<file path="src/rtl/riscv32_5stage_pkg.sv">
// Shared selection encodings, constants and IF-stage state encodings for the
// 5-stage RV32 core.
package riscv32_5stage_pkg;

  // pcSel encodings produced by the PC-select update logic
  localparam logic [1:0] PC_SEL_NEXT           = 2'd0;
  localparam logic [1:0] PC_SEL_JUMP_OR_BRANCH = 2'd1;
  localparam logic [1:0] PC_SEL_JALR           = 2'd2;

  // addi x0, x0, 0
  localparam logic [31:0] NOP_INSTR     = 32'h0000_0013;
  localparam logic [31:0] PC_STEP       = 32'd4;
  localparam logic [31:0] PC_ALIGN_MASK = 32'hFFFF_FFFC;

  // IF fetch FSM: REQ issues, WAIT awaits a live response, KILL drops one
  typedef enum logic [1:0] {
    IF_REQ  = 2'd0,
    IF_WAIT = 2'd1,
    IF_KILL = 2'd2
  } ifState_t;

  // True when pcSel steers fetch away from the sequential path
  function automatic logic isRedirect(input logic [1:0] sel);
    return (sel == PC_SEL_JUMP_OR_BRANCH) || (sel == PC_SEL_JALR);
  endfunction

endpackage

</file>
<file path="src/rtl/riscv32_5stage_next_pc_mux.sv">
// Next-PC selection: sequential pc+4 or a word-aligned redirect target.
module riscv32_5stage_next_pc_mux
  import riscv32_5stage_pkg::*;
(
  input  logic [31:0] pc,
  input  logic [1:0]  pcSel,
  input  logic [31:0] jumpOrBranchTarget,
  input  logic [31:0] jalrTarget,
  output logic [31:0] nextPc,
  output logic        redirect
);

  // Select the next fetch address; redirect targets lose their low two bits
  always_comb begin
    nextPc   = pc + PC_STEP;
    redirect = 1'b0;
    case (pcSel)
      PC_SEL_JUMP_OR_BRANCH: begin
        nextPc   = jumpOrBranchTarget & PC_ALIGN_MASK;
        redirect = 1'b1;
      end
      PC_SEL_JALR: begin
        nextPc   = jalrTarget & PC_ALIGN_MASK;
        redirect = 1'b1;
      end
      default: begin
        // next and the reserved encoding both fall through sequentially
        nextPc   = pc + PC_STEP;
        redirect = 1'b0;
      end
    endcase
  end

endmodule

</file>
<file path="src/rtl/riscv32_5stage_fetch_stage.sv">
// IF stage: owns the PC, issues one outstanding imem request at a time,
// fills IF/ID, parks a response in a one-entry hold buffer during stalls and
// squashes in-flight fetches on redirect.
module riscv32_5stage_fetch_stage
  import riscv32_5stage_pkg::*;
#(
  parameter logic [31:0] RESET_PC = 32'h0000_0000
) (
  input  logic        clk,
  input  logic        rst,
  input  logic [1:0]  pcSel,
  input  logic [31:0] jumpOrBranchTarget,
  input  logic [31:0] jalrTarget,
  input  logic        stall,
  output logic        imemReqValid,
  output logic [31:0] imemReqAddr,
  input  logic        imemReqReady,
  input  logic        imemRespValid,
  input  logic [31:0] imemRespData,
  output logic        ifIdValid,
  output logic [31:0] ifIdPc,
  output logic [31:0] ifIdPcPlus4,
  output logic [31:0] ifIdInstr
);

  ifState_t    state;
  logic [31:0] pcReg;
  logic [31:0] reqPc;
  logic [31:0] nextPc;
  logic        redirect;
  logic        respLive;
  logic        reqValid;
  logic        holdValid;
  logic [31:0] holdPc;
  logic [31:0] holdInstr;

  riscv32_5stage_next_pc_mux u_nextPcMux (
    .pc                 (pcReg),
    .pcSel              (pcSel),
    .jumpOrBranchTarget (jumpOrBranchTarget),
    .jalrTarget         (jalrTarget),
    .nextPc             (nextPc),
    .redirect           (redirect)
  );

  // Request is offered only in REQ, never during a redirect or with a parked word
  always_comb begin
    reqValid = 1'b0;
    if (!rst && (state == IF_REQ) && !redirect && !holdValid) begin
      reqValid = 1'b1;
    end else begin
      reqValid = 1'b0;
    end
  end

  assign imemReqValid = reqValid;
  assign imemReqAddr  = pcReg;
  // Only a response to a request still wanted (WAIT, not KILL) carries data
  assign respLive     = imemRespValid && (state == IF_WAIT);

  // Fetch FSM and PC register; a redirect always overrides the sequential path
  always_ff @(posedge clk or posedge rst) begin
    if (rst) begin
      state <= IF_REQ;
      pcReg <= RESET_PC;
      reqPc <= 32'h0000_0000;
    end else if (redirect) begin
      pcReg <= nextPc;
      // An outstanding request with no response yet must be drained in KILL
      if (((state == IF_WAIT) || (state == IF_KILL)) && !imemRespValid) begin
        state <= IF_KILL;
      end else begin
        state <= IF_REQ;
      end
    end else begin
      case (state)
        IF_REQ: begin
          if (reqValid && imemReqReady) begin
            reqPc <= pcReg;
            pcReg <= nextPc;
            state <= IF_WAIT;
          end
        end
        IF_WAIT: begin
          if (imemRespValid) begin
            state <= IF_REQ;
          end
        end
        IF_KILL: begin
          if (imemRespValid) begin
            state <= IF_REQ;
          end
        end
        default: begin
          state <= IF_REQ;
        end
      endcase
    end
  end

  // IF/ID register and hold buffer: redirect > stall > buffered > response > bubble
  always_ff @(posedge clk or posedge rst) begin
    if (rst) begin
      ifIdValid   <= 1'b0;
      ifIdPc      <= 32'h0000_0000;
      ifIdPcPlus4 <= 32'h0000_0000;
      ifIdInstr   <= NOP_INSTR;
      holdValid   <= 1'b0;
      holdPc      <= 32'h0000_0000;
      holdInstr   <= NOP_INSTR;
    end else if (redirect) begin
      ifIdValid <= 1'b0;
      holdValid <= 1'b0;
    end else if (stall) begin
      if (respLive && ifIdValid) begin
        // IF/ID is occupied and frozen: park the word
        holdValid <= 1'b1;
        holdPc    <= reqPc;
        holdInstr <= imemRespData;
      end else if (respLive) begin
        // An empty IF/ID slot may accept the word even while stalled
        ifIdValid   <= 1'b1;
        ifIdPc      <= reqPc;
        ifIdPcPlus4 <= reqPc + PC_STEP;
        ifIdInstr   <= imemRespData;
      end
    end else if (holdValid) begin
      ifIdValid   <= 1'b1;
      ifIdPc      <= holdPc;
      ifIdPcPlus4 <= holdPc + PC_STEP;
      ifIdInstr   <= holdInstr;
      holdValid   <= 1'b0;
    end else if (respLive) begin
      ifIdValid   <= 1'b1;
      ifIdPc      <= reqPc;
      ifIdPcPlus4 <= reqPc + PC_STEP;
      ifIdInstr   <= imemRespData;
    end else begin
      ifIdValid <= 1'b0;
    end
  end

endmodule

</file>
<file path="config.mk">
export PLATFORM = sky130hd
export DESIGN_NAME = riscv32_5stage_fetch_stage
export DESIGN_NICKNAME = d
export VERILOG_FILES = /design/src/rtl/riscv32_5stage_pkg.sv /design/src/rtl/riscv32_5stage_next_pc_mux.sv /design/src/rtl/riscv32_5stage_fetch_stage.sv
export SDC_FILE = /design/constraint.sdc
export NUM_CORES = 1
export LEC_CHECK = 0
export CAP_MARGIN = 25
export CORE_MARGIN = 3
export CORE_UTILIZATION = 51
export DETAILED_ROUTE_END_ITERATION = 10
export PLACE_DENSITY = 0.91
export SLEW_MARGIN = 20
export SYNTH_ARGS = -nofsm -noshare
export SYNTH_HDL_FRONTEND = slang
export SYNTH_SLANG_ARGS = --single-unit
export TNS_END_PERCENT = 20
</file>
<file path="constraint.sdc">
create_clock -name clk -period 9.84 [get_ports clk]
set_input_delay 2.46 -clock clk [delete_from_list [all_inputs] [get_ports clk]]
set_output_delay 2.46 -clock clk [all_outputs]
set_load 0.02 [all_outputs]
</file>
======== Word level (Yosys, flattened, before mapping) ========
Cells that the tools add are included.
cells by class
  $add $sub $neg .......................... 3
  eq/ne operators ......................... 10
  muxes and demuxes ....................... 32
  bitwise operators ....................... 1
  reductions and logical operators ........ 23
operator list
  operator                                                count
  2-to-1 mux 32 bit                                       15
  adder 32 x 3 -> 32 bit (second input constant)          3
  case mux 32 bit (2 select lines)                        1
  2-to-1 mux 1 bit                                        11
  inequality test 3 x 1 -> 1 bit (second input constant)  3
  2-to-1 mux 2 bit                                        4
  AND reduction 2 bit                                     4
  logical AND 1 bit                                       7
  AND reduction 3 bit                                     2
  == test 2 x 1 -> 1 bit (second input constant)          2
  == test 2 bit (second input constant)                   2
  zero test 1 bit                                         4
  case mux 2 bit (2 select lines)                         1
  nonzero test 2 bit                                      2
  OR reduction 2 bit                                      2
  inequality test 3 x 2 -> 1 bit (second input constant)  1
  inequality test 3 bit (second input constant)           1
  zero test 2 bit                                         1
  inequality test 2 bit (second input constant)           1
  logical OR 1 bit                                        1
  inverter 1 bit                                          1
storage, ports and cells
  flip-flop bits (word level) ............. 228
  input bits .............................. 103
  output and inout bits ................... 130
  word-level logic and storage cells ...... 79

======== Logic depth before layout (Yosys ltp) ========
Gate-level depths: netlist (run 1).
  depth in word-level cells ............... 11
  gate-level depth with buffers ........... 9
  depth with buffers taken out ............ 7

======== Modules after synthesis ========
From an unflattened synthesis (run 1), not the netlist that was laid out.
unflattened totals
  cell total of the unflattened synthesis .. 1142
  area total of the unflattened synthesis .. 11529.8 µm²
by module, submodules not included
  module                      times used  cells an instance  area each (µm²)  seq. area each (µm²)
  riscv32_5stage_fetch_stage  1           966                10348.7          5713.0
  riscv32_5stage_next_pc_mux  1           176                1181.1           0.0

======== Worst setup path before layout (run 1) ========
OpenSTA, ideal clock, no wires.
  kind .................................... input -> output
  start ................................... input pcSel[0]
  end ..................................... output imemReqValid
  arrival ................................. 3.181 ns
  required time ........................... 7.380 ns
  path slack .............................. 4.199 ns
  stages on the path ...................... 4
  buffers on the path ..................... 1
  cells stage by stage .................... inv_1 -> ha_1 -> nor4bb_1 -> buf_2
between the ends
  longest elaborated chain between the ends .. 7
  elaborated cells between the ends (all ways) .. 8
  classes of those cells .................. 2 x eq/ne; 2 x mux; 4 x reduce/logical
ends and longest elaborated chain
  item                                                            line                              source
  from (decl)                                                     riscv32_5stage_fetch_stage.sv:11  input logic [1:0] pcSel,
  == test 2 x 1 -> 1 bit / == test 2 bit (equally long branches)  riscv32_5stage_next_pc_mux.sv:17  case (pcSel)
  OR reduction 2 bit (no source line) *                           -
  2-to-1 mux 1 bit *                                              riscv32_5stage_next_pc_mux.sv:17
  zero test 1 bit *                                               riscv32_5stage_fetch_stage.sv:49  if (!rst && (state == IF_REQ) && !redirect && !holdValid) begin
  logical AND 1 bit * (2 in series)                               riscv32_5stage_fetch_stage.sv:49
  2-to-1 mux 1 bit *                                              riscv32_5stage_fetch_stage.sv:49
  to (decl)                                                       riscv32_5stage_fetch_stage.sv:15  output logic imemReqValid,
Every way passes the cells marked *; elsewhere a longest branch is shown, timed or not.

======== Final worst setup path (run 1) ========
Ends and elaborated chain as after synthesis.

==> results of run 1 <==
[power by group through the flow]
stage	combinational [mW]	sequential [mW]	clock, mW
3_3_place_gp	1.27	1.47	0
2_1_floorplan	0.484	1.65	0
3_5_place_dp	1.30	1.50	0
6_report	1.30	1.50	0.883
4_1_cts	1.31	1.49	0.894
5_1_grt	1.40	1.53	0.933
[flip-flops by register name, indices dropped and copies added (netlist names)]
name and cells:
holdInstr 32, holdPc 30, holdValid 1, ifIdInstr 32, ifIdPc 32, ifIdPcPlus4 32, ifIdValid 1, imemReqAddr 30
reqPc 30, state 2
[worst max-delay path: cells and delay by family]
family,cells,cell delay [ps]
and+or+nand+nor,1,240
buffers and inverters,4,1370
adders and majority gates,1,290
[layout by cell type (no fill, tap or decap), types with 8 or more instances in the layout]
cell type | netlist | final
a211oi_1 | 16 | 16
a21oi_1 | 106 | 105
a221oi_1 | 32 | 32
and3_1 | 12 | 12
and4_1 | 15 | 15
buf_4 | 3 | 10
clkbuf_16 | 0 | 25
clkdlybuf4s50_1 | 0 | 226
dfrtp_1 | 216 | 216
inv_1 | 18 | 17
mux2_2 | 88 | 88
nand2_1 | 41 | 40
nand3_1 | 27 | 27
nand4_1 | 23 | 23
nor2_1 | 100 | 100
nor3_1 | 19 | 19
nor4_1 | 8 | 8
o21ai_0 | 11 | 11
o22ai_1 | 74 | 74
xnor2_1 | 37 | 37
xor2_1 | 22 | 22
[logic make-up after synthesis]
logic type,after synthesis,share of synthesized area [%]
multiplexers,89,9.33
AND/OR/NAND/NOR,270,13.2
adder cells (fa/ha/maj),7,0.816
AO/OA/AOI/OAI,276,16.3
flip-flops,222,51.8
other,1,0.0349
XOR/XNOR,59,4.81
buffers and inverters,98,3.67
[cell type report]
cell class              count  area [um^2]
fillers                  1497         6500
flip-flops and latches    222         5560
multi-input cells         703         4810
repair buffers            237         2360
clock buffers              35          693
well taps                 270          338
clock inverters            10         86.3
inverters                  18         75.1
[worst max path at each step]
stage / startpoint / to / slack, ps
after CTS: pcSel[0] / imemReqValid / 3030
after global placement: pcSel[0] / imemReqValid / 3070
after detailed placement: pcSel[0] / imemReqValid / 3040
after floorplan: rst / holdInstr[10] / 1310
final: pcSel[0] / imemReqValid / 3020
after global routing: pcSel[0] / imemReqValid / 2950
[routing by layer]
metal | GRT usage [%] | wire length (um) | part of all wire, %
met5 | 0 | 0 | 0
met4 | 10.7 | 1140 | 3.8
met3 | 4.79 | 2790 | 9.2
met2 | 42.3 | 14500 | 48
met1 | 35.3 | 12000 | 40
[stage by stage]
| stage | hold slack, ps | total power [mW] | utilization (%) | instances | instance area (um^2) |
|---|---|---|---|---|---|
| final | 499 | 3.68 | 68.2 | 1495 | 13900 |
| after global routing | 511 | 3.87 | 68.2 | 1495 | 13900 |
| after CTS | 508 | 3.69 | 68.2 | 1495 | 13900 |
| after detailed placement | 489 | 2.79 | 64.4 | 1450 | 13200 |
| after global placement | 481 | 2.74 | 64.2 | 1449 | 13100 |
| after floorplan | 480 | 2.13 | - | 1023 | 10700 |
==> metrics.txt, run 1 <==
Initial Util=52.5%; Relative slew margins=27.9%; WHS Endpoint=ifIdPcPlus4[0]; actual slew at the worst max-slew pin=1080 ps; die area=0.0228 mm^2; Worst Reg-to-Reg Cells=6; GPL Wtd Cong=0.935; r2r endpoint=ifIdPcPlus4[19]; Clock Sinks=222; Via-to-Cell Ratio=6.23; synth top area cells=dfrtp_1, mux2_2, a21oi_1, o22ai_1, nor2_1; FP Rows=52; # setup viols final=0; gr usage total=26.3%; Max FO, Critical Path=8; Syn-to-layout area delta=29.8%; f_max=0.147 GHz; DRT Wirelength=30.4 mm; ys flop type=dfrtp_1; Power Density=264 mW/mm^2; EDFF count, synth=0; Mapped Avg Cell Area=10.5 um^2; Fin Setup TNS=0 ps; hold_sp=ifIdPcPlus4[0]; initial antenna violation count=0; drt wl/cell=20.4 um; DRT Pass-1 Iters=6; Slew Limit Fails=0; die span in y=151 um; R2R setup slack=6900 ps; Yosys top cell area share=50.4%; sequential area share after synthesis=51.8%; Period minus WS final=6820 ps; DP Worst Slack=3040 ps; core area=0.0204 mm^2; Max rail drop VDD=0.000122 V; WHS Path Cells=1; Resized cells post-CTS=0; Startpoint Class=input port; vias in the first global route=9301; cts bufs inserted=25; switching part of the total=36.2%; DRC Markers=0; Setup crit end kind=primary output; nets@finish=1317; Synth Register Bits=222; Final Hold Vio Count=0; Syn Std Cell Area=0.0107 mm^2; outcome=finished clean; Clock Path Buffers=3; combinational fraction of design power=35.3%; Worst path most repeated cell=clkdlybuf4s50_1; leak pwr=5.83 nW; Reg power frac=40.7%; most area-hungry cell type in the Yosys netlist=dfrtp_1; share of cells above drive strength 1=13.4%; hpwl dp=20.4 mm; most numerous cell in the Yosys netlist=dfrtp_1; Sw Pwr=1.33 mW; register clock-pin slew on the reported worst setup and hold paths=60 ps; Port Buffers=226; largest net degree at the start of global routing=93; critical path required time=7380 ps; Chip Width=151 um; Clk Latency, worst-skew pair=510 ps; Ant. Diodes=0; Post-CTS Setup Inserts=0; asr flop ratio synth=100%; Max-Cap Viols=0; Worst Path Arrival=4360 ps; Hold Crit Class=reg -> reg; global-route wire length before repair=48.6 mm; Congestion Overflow GR=0; CP Class=in -> out; CP Cell Sequence=clkdlybuf4s50_1 > inv_1 > ha_1 > nor4bb_1 > buf_4 > clkdlybuf4s50_1; worst setup margin=3020 ps; I/O pin count=233; critical path's largest stage delay=630 ps; Crit-path slowest cell=clkdlybuf4s50_1; CTS tree=yes; Clock Tree Root=clkbuf_16; CTS Hold Bufs=0; skew final=12.0 ps; Commonest cells post-synth=dfrtp_1, a21oi_1, nor2_1; antenna-violating nets left=0; yosys warns=0; Clk network pwr share=24.0%; Internal=2.35 mW; Initial DRC Count=681; part of the cycle the worst path needs=69.3%; RSZ-0062 raised after global routing=false; Gate Count Post-Synth=1022; via count=9310; count of cell types in the netlist=55; reg2reg start=holdValid; H-tree depth=1
Power figures use the tool's default switching activity.
==> run 2, diff against run 1 <==
--- a/config.mk
+++ b/config.mk
@@ -7,9 +7,9 @@
 export LEC_CHECK = 0
 export CAP_MARGIN = 25
 export CORE_MARGIN = 3
-export CORE_UTILIZATION = 51
+export CORE_UTILIZATION = 46
 export DETAILED_ROUTE_END_ITERATION = 10
-export PLACE_DENSITY = 0.91
+export PLACE_DENSITY = 0.87
 export SLEW_MARGIN = 20
 export SYNTH_ARGS = -nofsm -noshare
 export SYNTH_HDL_FRONTEND = slang
==> constraint.sdc (replaced) <==
create_clock -name clk -period 5.8 [get_ports clk]
set_input_delay 1.45 -clock clk [delete_from_list [all_inputs] [get_ports clk]]
set_output_delay 1.45 -clock clk [all_outputs]
set_load 0.02 [all_outputs]
==> metrics.txt, run 2 (synthesis results as in run 1) <==
outcome=finished clean; Slew Limit Fails=0 (unchanged); via count=9101 (-2.2%); most frequent cells in the layout=clkdlybuf4s50_1, dfrtp_1, a21oi_1; Worst Path Arrival=3290 ps (-1070 ps); FP Rows=55 (+5.8%); Clock Sinks=222 (unchanged); cts bufs inserted=23 (-8.0%); RSZ-0062 raised after global routing=false; share of cells above drive strength 1=13.2% (-0.21 points); DRC Markers=0 (unchanged); GPL Wtd Cong=0.905 (-3.2%); largest net degree at the start of global routing=144 (+55%); register clock-pin slew on the reported worst setup and hold paths=60 ps (about the same); Final Non-Filler Cells=1535 (+2.7%); Clk Latency, worst-skew pair=510 ps (about the same); actual slew at the worst max-slew pin=1030 ps (-52.0 ps); Clk network pwr share=24.4% (+0.4 points); placed insts=1493 (+3.0%); met1 Use GR=31.5% (-3.8 points); Initial DRC Count=743 (+9.1%); Clock Path Buffers=3 (unchanged); switching part of the total=35.6% (-0.59 points); Max FO, Critical Path=8 (unchanged); nets@finish=1315 (-0.15%); Relative slew margins=31.3% (+3.5 points); I/O pin count=233 (unchanged); Chip Width=159 um (+5.1%); Via-to-Cell Ratio=5.93 (-4.8%); vias in the first global route=8953 (-3.7%); critical path required time=4350 ps (-3030 ps); core area=0.0228 mm^2 (+11%); final core occ=61.4% (-6.8 points); Initial Util=47.1% (-5.4 points); part of the cycle the worst path needs=81.7%; hpwl dp=21.0 mm (+2.8%); Max rail drop VDD=0.000232 V (+91%); met3 usage=4.93% (+0.14 points); Fin Setup TNS=0 ps (unchanged); DRT Pass-1 Iters=5 (-1); DRT Wirelength=30.5 mm (+0.37%); Clock Tree Root=clkbuf_16; Internal=4.04 mW (+72%); GRT Max-Usage Layer=met2; # setup viols final=0 (unchanged); f_max=0.211 GHz; combinational fraction of design power=35.3% (about the same); die area=0.0252 mm^2 (+10%); global-route wire length before repair=48.5 mm (about the same); H-tree depth=1 (unchanged); Power Density=448 mW/mm^2 (+70%); Startpoint Class=input port; Hold Crit Class=reg -> reg; CTS tree=yes; antenna-violating nets left=0 (unchanged); skew final=17.4 ps (+5.47 ps); commonest non-fill, non-tap cell in the layout=clkdlybuf4s50_1; Sw Pwr=2.23 mW (+68%); CP Class=in -> out; Ant. Diodes=0 (unchanged); Final Hold Vio Count=0 (unchanged); Post-CTS Setup Inserts=0 (unchanged); Port Buffers=226 (unchanged); Syn-to-layout area delta=30.4%; Resized cells post-CTS=0 (unchanged); leak pwr=5.83 nW (about the same); initial antenna violation count=0 (unchanged); Max-Cap Viols=0 (unchanged); drt wl/cell=19.9 um (-2.2%); grt met2 use=37.3% (-5.0 points); die span in y=159 um (+5.1%); overall power=6.27 mW (+70%); gr usage total=23.3% (-3.0 points); Period minus WS final=4740 ps; Congestion Overflow GR=0 (unchanged); Reg power frac=40.3% (-0.4 points); CTS Hold Bufs=0 (unchanged); Setup crit end kind=primary output
-- run 2: changes by cell type in the layout (fill, tap and decap cells not counted), sizes merged --
cell / delta
clkinv: -3
bufinv: +2
clkinvlp: -2
-- run 2: stage by stage --
stage	worst slack, ps	hold slack, ps	area [um^2]
after floorplan	1460	480	10700
after global placement	714	482	13200
after detailed placement	666	488	13200
after CTS	1050	508	14000
after global routing	837	520	14000
final	1060	501	14000
-- run 2: final timing paths --
path                       startpoint         endpoint  slack (ps)  depth (start not counted)
max                          pcSel[0]     imemReqValid        1060                          6
min                         ifIdPc[0]        ifIdPc[0]         500                          1
max reg2reg                  state[0]  ifIdPcPlus4[15]        3060                          6
min reg2reg                 ifIdPc[0]        ifIdPc[0]         500                          1
max in group asynchronous         rst    holdInstr[16]        3280                          3
min in group asynchronous         rst  imemReqAddr[11]        1380                          2
-- run 2: cell type report --
type	instances	area [um^2]
Multi-Input combinational cell	703	4810
Tap cell	313	392
Inverter	18	71.3
Clock inverter	7	114
Timing Repair Buffer	237	2370
Sequential cell	222	5560
Fill cell	1793	8790
Clock buffer	35	671
-- run 2: worst max-delay path, stage by stage --
cell and delay, ps:
clkdlybuf4s50_1 480, inv_1 50, ha_1 290, nor4bb_1 200, buf_4 200, clkdlybuf4s50_1 620
-- run 2: power by group through the flow --
stage / logic [mW] / clock network [mW] / registers (mW)
floorplan: 0.822 / 0 / 2.79
global placement: 2.16 / 0 / 2.50
detailed placement: 2.22 / 0 / 2.54
CTS: 2.24 / 1.55 / 2.51
global route: 2.38 / 1.62 / 2.59
finish: 2.21 / 1.53 / 2.53
-- run 2: metal layers --
metal | vias up | share of wire (%)
met5 | - | 0
met4 | 0 | 3.5
met3 | 81 | 8.6
met2 | 448 | 47
met1 | 4424 | 41
li1 | 4148 | -
==> run 3, diff against run 2 <==
==> constraint.sdc (replaced) <==
create_clock -name clk -period 4.1 [get_ports clk]
set_input_delay 1.025 -clock clk [delete_from_list [all_inputs] [get_ports clk]]
set_output_delay 1.025 -clock clk [all_outputs]
set_load 0.02 [all_outputs]
==> metrics.txt, run 3 (synthesis results as in run 1) <==
outcome=finished clean; register clock-pin slew on the reported worst setup and hold paths=60 ps (about the same); Ant. Diodes=0 (unchanged); Max-Cap Viols=0 (unchanged); CTS tree=yes; critical path required time=3070 ps (-1280 ps); hpwl dp=21.6 mm (+2.9%); # setup viols final=0 (unchanged); part of the cycle the worst path needs=96.3%; Clk Latency, worst-skew pair=530 ps (+20 ps); die span in y=159 um (unchanged); commonest non-fill, non-tap cell in the layout=clkdlybuf4s50_1; Via-to-Cell Ratio=5.98 (+0.91%); drt wl/cell=20.0 um (+0.35%); global-route wire length before repair=49.9 mm (+2.8%); Chip Width=159 um (unchanged); Startpoint Class=input port; Period minus WS final=3950 ps; DRT Wirelength=30.9 mm (+1.2%); GPL Wtd Cong=0.944 (+4.3%); Syn-to-layout area delta=32.0%; f_max=0.253 GHz; DRT Pass-1 Iters=5 (unchanged); Port Buffers=226 (unchanged); vias in the first global route=9465 (+5.7%); actual slew at the worst max-slew pin=1040 ps (+8.18 ps); DRC Markers=0 (unchanged); Final Hold Vio Count=0 (unchanged); Power Density=636 mW/mm^2 (+42%); initial antenna violation count=0 (unchanged); Fillers=1761 (-1.8%); skew final=22.0 ps (+4.57 ps); Clock Sinks=222 (unchanged); Congestion Overflow GR=0 (unchanged); placed insts=1504 (+0.74%); I/O pin count=233 (unchanged); via count=9262 (+1.8%); nets@finish=1328 (+0.99%); overall power=9.01 mW (+44%); Resized cells post-CTS=0 (unchanged); Max rail drop VDD=0.000310 V (+34%); Slew Limit Fails=0 (unchanged); most frequent cells in the layout=clkdlybuf4s50_1, dfrtp_1, a21oi_1; Clock Path Buffers=3 (unchanged); antenna-violating nets left=0 (unchanged); cts bufs inserted=25 (+8.7%); FP Rows=55 (unchanged); RSZ-0062 raised after global routing=false; H-tree depth=1 (unchanged); gr usage total=23.8% (+0.55 points); leak pwr=5.93 nW (+1.7%); Final Non-Filler Cells=1548 (+0.85%); core area=0.0228 mm^2 (unchanged); CTS Hold Bufs=0 (unchanged); Post-CTS Setup Inserts=0 (unchanged); Fin Setup TNS=0 ps (unchanged); largest net degree at the start of global routing=76 (-47%); Clock Tree Root=clkbuf_16; Worst Path Arrival=2920 ps (-370 ps); Setup crit end kind=primary output; CP Class=in -> out; die area=0.0252 mm^2 (unchanged); Initial DRC Count=792 (+6.6%); Relative slew margins=30.8% (-0.55 points); Initial Util=47.1% (unchanged); share of cells above drive strength 1=14.6% (+1.4 points); Max FO, Critical Path=2 (-6); Hold Crit Class=reg -> reg
==> run 3: cell count changes in the layout (fill, tap and decap cells not counted), sizes merged <==
cell,before,now
buf,11,22
bufinv,3,2
clkbuf,35,34
clkinv,3,5
clkinvlp,1,2
inv,18,19
==> run 3: metrics by stage <==
stage	hold slack (ps)	worst slack (ps)	cell area [um^2]	utilization [%]
2_1_floorplan	480	184	10700	-
3_3_place_gp	482	140	13300	58.5
3_5_place_dp	491	111	13300	58.5
4_1_cts	508	151	14200	62.2
5_1_grt	519	68.4	14200	62.2
6_report	506	152	14200	62.2
==> run 3: final timing paths <==
path                                start              end  slack (ps)  depth (start not counted)
min in group asynchronous             rst  imemReqAddr[10]        1030                          2
setup reg to reg                 state[0]  imemReqAddr[28]        1650                          8
max in group asynchronous             rst     ifIdInstr[4]        2200                          3
setup / recovery                 pcSel[0]     imemReqValid         150                          5
hold reg to reg            ifIdPcPlus4[0]   ifIdPcPlus4[0]         510                          1
hold / removal             ifIdPcPlus4[0]   ifIdPcPlus4[0]         510                          1
==> run 3: final cells by class <==
| cell class | instances | area, um^2 | share of cell area, % |
|---|---|---|---|
| clock buffer | 34 | 739 | 5.22 |
| inverter | 18 | 71.3 | 0.503 |
| timing repair buffer | 248 | 2480 | 17.5 |
| sequential | 222 | 5560 | 39.3 |
| clock inverter | 10 | 110 | 0.777 |
| tap | 313 | 392 | 2.76 |
| multi-input combinational | 703 | 4810 | 34.0 |
==> run 3: power by group <==
group	internal, mW	switching (mW)	total [mW]	leakage (nW)
logic	1.55	1.60	3.14	2.70
registers	2.87	0.739	3.60	2.81
clock network	1.38	0.879	2.26	0.424
total	5.79	3.22	9.01	5.93
==> run 3: critical path: stages <==
cell             delay, ps
clkdlybuf4s50_1        480
inv_1                   50
ha_1                   290
nor4bb_1               380
clkdlybuf4s50_1        700
==> run 3: layer usage <==
metal	track usage [%]	part of all wire, %
met5	0	0
met2	39.2	47
met4	8.48	3.4
met1	31.4	41
met3	4.98	8.5
